## config.mk

```make
export PLATFORM = sky130hd
export DESIGN_NAME = lvds_rx
export DESIGN_NICKNAME = d
export VERILOG_FILES = /design/src/rtl/lvds_rx.sv
export SDC_FILE = /design/constraint.sdc
export NUM_CORES = 1
export LEC_CHECK = 0
export ABC_CLOCK_PERIOD_IN_PS = 2050
export BUFFER_PORTS_ARGS = -buffer_cell sky130_fd_sc_hd__clkbuf_2
export CAP_MARGIN = 5
export CORE_MARGIN = 2
export CORE_UTILIZATION = 45
export DETAILED_ROUTE_END_ITERATION = 8
export HOLD_SLACK_MARGIN = 0.08
export PLACE_DENSITY = 0.63
export SLEW_MARGIN = 20
export SYNTH_ARGS = -nofsm -noshare
export SYNTH_HDL_FRONTEND = slang
export SYNTH_SLANG_ARGS = --single-unit
```

## constraint.sdc

```tcl
create_clock -name clk -period 2.05 [get_ports clk]
set_input_delay 0.3075 -clock clk [delete_from_list [all_inputs] [get_ports clk]]
set_output_delay 0.3075 -clock clk [all_outputs]
set_load 0.03 [all_outputs]
```

## src/rtl/lvds_rx.sv

```systemverilog
// LVDS I/Q frame receiver: oversampled capture, frame lock, I/Q decode.
// Frames are 32-bit MSB-first with fixed header bits used for alignment.
module lvds_rx #(
  parameter int SYNC_STAGES = 2,
  parameter int LOCK_LOSS   = 3,
  parameter int TIMEOUT     = 1024,
  parameter int ERR_W       = 8
) (
  input  logic             clk,
  input  logic             reset_n,
  input  logic             rx_a,
  input  logic             rx_clk_a,
  output logic             o_valid,
  output logic [12:0]      o_i,
  output logic [12:0]      o_q,
  output logic             o_eom,
  output logic             o_locked,
  output logic [ERR_W-1:0] o_err_cnt
);

  localparam int IW = $clog2(TIMEOUT + 1);
  localparam int BW = $clog2(LOCK_LOSS + 1);

  typedef enum logic [1:0] {
    HUNT,
    VERIFY,
    LOCKED
  } state_e;

  logic [SYNC_STAGES-1:0] rx_sync_q, rx_sync_d;
  logic [SYNC_STAGES-1:0] ck_sync_q, ck_sync_d;
  logic                   ck_prev_q, ck_prev_d;
  logic                   edge_q, edge_d;
  logic                   bit_q, bit_d;
  logic                   evt_q, evt_d;
  logic [31:0]            shift_q, shift_d;
  state_e                 state_q, state_d;
  logic [4:0]             bit_cnt_q, bit_cnt_d;
  logic [IW-1:0]          idle_q, idle_d;
  logic [BW-1:0]          bad_q, bad_d;
  logic                   valid_q, valid_d;
  logic                   eom_q, eom_d;
  logic [12:0]            i_q, i_d;
  logic [12:0]            q_q, q_d;
  logic [ERR_W-1:0]       err_q, err_d;

  logic hdr_ok, is_data, is_eom, is_idle, tmo;

  // Synchronise, detect bit-clock rising edge, shift captured bit in
  always_comb begin
    rx_sync_d    = rx_sync_q << 1;
    rx_sync_d[0] = rx_a;
    ck_sync_d    = ck_sync_q << 1;
    ck_sync_d[0] = rx_clk_a;
    ck_prev_d    = ck_sync_q[SYNC_STAGES-1];
    edge_d       = ck_sync_q[SYNC_STAGES-1] & ~ck_prev_q;
    bit_d        = rx_sync_q[SYNC_STAGES-1];
    evt_d        = edge_q;
    shift_d      = edge_q ? {shift_q[30:0], bit_q} : shift_q;
  end

  // Frame classification of the current 32-bit window
  always_comb begin
    hdr_ok  = (shift_q[31:30] == 2'b10) &&
              (shift_q[15:14] == 2'b01) &&
              !shift_q[0];
    is_data = hdr_ok && shift_q[16];
    is_eom  = (shift_q == 32'h8000_4000);
    is_idle = (shift_q == 32'h0);
    tmo     = !evt_q && (idle_q == IW'(TIMEOUT - 1));
  end

  // Alignment FSM, bit/idle/bad counters and output decode
  always_comb begin
    state_d   = state_q;
    bit_cnt_d = bit_cnt_q;
    bad_d     = bad_q;
    valid_d   = 1'b0;
    eom_d     = 1'b0;
    i_d       = i_q;
    q_d       = q_q;
    err_d     = err_q;
    idle_d    = idle_q;
    if (evt_q) begin
      idle_d = '0;
    end else if (idle_q != IW'(TIMEOUT)) begin
      idle_d = idle_q + 1'b1;
    end
    if (tmo) begin
      state_d   = HUNT;
      bit_cnt_d = '0;
      bad_d     = '0;
    end else if (evt_q) begin
      unique case (state_q)
        HUNT: begin
          if (is_data || is_eom) begin
            state_d   = VERIFY;
            bit_cnt_d = '0;
          end
        end
        VERIFY: begin
          bit_cnt_d = bit_cnt_q + 5'd1;
          if (bit_cnt_q == 5'd31) begin
            if (is_data || is_eom || is_idle) begin
              state_d = LOCKED;
            end else begin
              state_d = HUNT;
            end
          end
        end
        LOCKED: begin
          bit_cnt_d = bit_cnt_q + 5'd1;
          if (bit_cnt_q == 5'd31) begin
            if (is_data) begin
              valid_d = 1'b1;
              i_d     = shift_q[29:17];
              q_d     = shift_q[13:1];
              bad_d   = '0;
            end else if (is_eom) begin
              eom_d = 1'b1;
              bad_d = '0;
            end else if (is_idle) begin
              bad_d = '0;
            end else begin
              if (err_q != '1) err_d = err_q + 1'b1;
              if (bad_q == BW'(LOCK_LOSS - 1)) begin
                state_d = HUNT;
                bad_d   = '0;
              end else begin
                bad_d = bad_q + 1'b1;
              end
            end
          end
        end
        default: state_d = HUNT;
      endcase
    end
  end

  // State register; everything abandons on asynchronous reset
  always_ff @(posedge clk or negedge reset_n) begin
    if (!reset_n) begin
      rx_sync_q <= '0;
      ck_sync_q <= '0;
      ck_prev_q <= 1'b0;
      edge_q    <= 1'b0;
      bit_q     <= 1'b0;
      evt_q     <= 1'b0;
      shift_q   <= '0;
      state_q   <= HUNT;
      bit_cnt_q <= '0;
      idle_q    <= '0;
      bad_q     <= '0;
      valid_q   <= 1'b0;
      eom_q     <= 1'b0;
      i_q       <= '0;
      q_q       <= '0;
      err_q     <= '0;
    end else begin
      rx_sync_q <= rx_sync_d;
      ck_sync_q <= ck_sync_d;
      ck_prev_q <= ck_prev_d;
      edge_q    <= edge_d;
      bit_q     <= bit_d;
      evt_q     <= evt_d;
      shift_q   <= shift_d;
      state_q   <= state_d;
      bit_cnt_q <= bit_cnt_d;
      idle_q    <= idle_d;
      bad_q     <= bad_d;
      valid_q   <= valid_d;
      eom_q     <= eom_d;
      i_q       <= i_d;
      q_q       <= q_d;
      err_q     <= err_d;
    end
  end

  assign o_valid   = valid_q;
  assign o_eom     = eom_q;
  assign o_i       = i_q;
  assign o_q       = q_q;
  assign o_err_cnt = err_q;
  assign o_locked  = (state_q == LOCKED);

endmodule

```

==> summary.md <==
| Metric | Value |
|---|---|
| Run status | complete, but fails checks |
| Failing checks | negative setup slack |
| RSZ-0062 raised after global routing | yes |
| Pwr Total | 3.92 mW |
| MaxCap Viol Count | 0 |
| Sink Count | 96 |
| Share of layout cells above drive strength 1 | 43.4% |
| CP startpoint kind | register |
| Area Overhead vs Synth | 23.2% |
| Detailed placement HPWL | 4990 µm |
| TritonCTS clock tree | built |
| First-pass GRT wire length | 12,800 µm |
| Worst slack, placed | -0.0621 ns |
| Drt initial violations | 120 |
| Final WL | 7880 µm |
| Total grt overflow | 0 |
| F_max | 477 MHz |
| Wire per inst | 15.3 µm |
| Post-DP Area | 4650 µm² |
| Die Area | 9980 µm² |
| Worst-Margin Slew | 0.518 ns |
| Synth Instances | 320 |
| Final setup viols | 21 |
| Longest Clk Path Bufs | 2 |
| Vias in the first global route | 2,645 |
| Ys async rst share | 100% |
| Max FO, Critical Path | 7 |
| WP data arrival | 2.35 ns |
| Nets | 415 |
| Diodes inserted | 0 |
| Avg Cell Area, Syn | 12.9 µm² |
| Rows | 34 |
| I/O Buffers | 40 |
| Cell area after synthesis | 4140 µm² |
| Largest vdd supply drop | 0.480 mV |
| Post-DR vias/cell | 5.33 |
| Top cell type by total area after synthesis | dfrtp_1 |
| Crit path required time | 2.30 ns |
| Post-synth EDFFs | 0 |
| #FFs+latches synth | 96 |
| Worst hold path startpoint | rx_sync_q[1] |
| Synth Warn # | 0 |
| Dpl cells | 486 |
| Skew final | 0.0139 ns |
| Worst R2R Start | bit_cnt_q[1] |
| I/O pin count | 41 |
| Share of the synthesized area in the top cell type | 58.1% |
| Hold_ws | 0.357 ns |
| # DRC | 0 |
| Worst slew margin | 65.5% |
| Worst Setup End Kind | register |
| Period utilisation layout | 102% |
| CTS root buffer | clkbuf_8 |
| Post-route setup slack | -0.0444 ns |
| Routed Antenna Nets | 0 |
| Finished Layout Cells | 516 |
| Design Area, Final | 5100 µm² |
| Largest net degree at the start of global routing | 41 |
| Clk Latency, worst-skew pair | 0.37 ns |
| Final Slew Violations | 0 |
| Routability cong. | 0.919 |
| Drt pass-1 iters | 4 |
| Die X-Extent | 99.9 µm |
| Post-route minimum period | 2.09 ns |
| Worst-path clk slew | 0.10 ns |
| Most used DFF post-synth | dfrtp_1 |
| Path type of the worst min-delay path | reg -> reg |
| Via count | 2,750 |
| Seq/Total Area, Yosys | 58.1% |
| Cell variety after synth | 46 |
| Final hold violation count | 0 |
| Synthesized Nets | 332 |
| Setup TNS | -0.547 ns |
| Worst Path Class, Setup | reg -> reg |
| Final Util | 57.9% |
| Power density cells | 770 nW/µm² |
| Initial antenna violation count | 0 |
| Core Footprint | 8810 µm² |
| Num CTS Buffers | 9 |
| Top post-synthesis cells by area | dfrtp_1, mux2_2, ha_1 |
| Die Y-Extent | 99.9 µm |
| Overall Global Routing Usage | 16.0% |
| Initial Util | 47.0% |
| H-Tree Depth | 3 |
| CP startpoint | bit_cnt_q[1] |
| Pleak | 2.51 nW |
==> worst paths after layout <==
check / to / slack [ns] / cells past startpoint
setup / recovery: o_i[9] / -0.04 / 8
hold / removal: bit_q / 0.36 / 0
setup reg to reg: o_i[9] / -0.04 / 8
hold reg to reg: bit_q / 0.36 / 0
max in group asynchronous: bad_q[1] / 0.89 / 3
min in group asynchronous: o_q[1] / 0.47 / 2
==> registers in the layout, summed over array words and instances, names as in the netlist <==
name	cells
shift_q	32
o_i	13
o_q	13
idle_q	11
o_err_cnt	8
bit_cnt_q	5
bad_q	2
ck_sync_q	2
rx_sync_q	2
state_q	2
bit_q	1
ck_prev_q	1
edge_q	1
evt_q	1
o_eom	1
o_valid	1
==> cell usage in the layout, fill, tap and decap left out, types with 3 or more instances in the layout <==
master         count
nor2b_1            3
xor2_1            10
buf_4             34
buf_6              3
o21ai_0            8
dlygate4sd3_1      3
nand4_1            6
a32o_1             3
nor4_1             8
ha_1               5
dfrtp_1           96
or3_1              3
clkbuf_8          10
nand2_1           18
inv_1              7
nand3_1           12
nor3_1             8
a21oi_1            4
clkbuf_2          39
xnor2_1            3
mux2_2            62
nor2_1            16
==> layer usage <==
metal  global-route usage, %  wire length (µm)
met2                    24.9              3880
met4                    5.27                88
met1                    21.6              3650
met5                       0                 0
met3                    4.81               266
==> Yosys cell counts, types with 3 or more instances <==
cell	n
a21oi_1	5
a32o_1	3
buf_1	4
dfrtp_1	96
ha_1	8
inv_1	7
mux2_2	63
nand2_1	18
nand3_1	13
nand4_1	6
nor2_1	17
nor2b_1	3
nor3_1	9
nor4_1	9
o21ai_0	8
or3_1	4
xnor2_1	3
xor2_1	10
==> cell type report <==
cell class,count,area [µm²]
clock buffer,10,138
multi-input combinational,206,1730
fill,738,3710
clock inverter,6,57.6
sequential,96,2400
inverter,7,26.3
tap,108,135
timing repair buffer,83,604
==> logic make-up after synthesis <==
family,count (synthesis),share of synthesized area [%]
AOI/OAI and AO/OA,26,4.66
DFF,96,58.1
adders and majority gates,8,2.42
muxes,64,17.4
xor gates and xnor gates,13,2.75
and+or+nand+nor,95,12.5
buffers and inverters,18,2.24
==> power by group <==
part | internal (mW) | switching, mW | leakage, nW | total (mW)
Combinational | 0.279 | 0.206 | 1.11 | 0.486
Sequential | 2.06 | 0.175 | 1.30 | 2.24
Clock | 0.504 | 0.699 | 0.101 | 1.20
==> critical path, cell delays in order, from the launching register on <==
cell and delay (ns):
dfrtp_1 0.38, ha_2 0.20, and3_4 0.20, ha_4 0.14
nand3_4 0.06, buf_6 0.12, or3_4 0.43, clkbuf_16 0.20
mux2_2 0.26
==> timing repair <==
item | in CTS | in global routing
setup endpoints to repair | 10 | 39
buffers inserted | 0 | 8
hold buffers | 3 | 0
pin swaps | 0 | 11
cloned | 0 | 3
hold endpoints to repair | 40 | 0
gates resized for setup | 4 | 17
No activity file was read; power rests on OpenSTA's default activity.
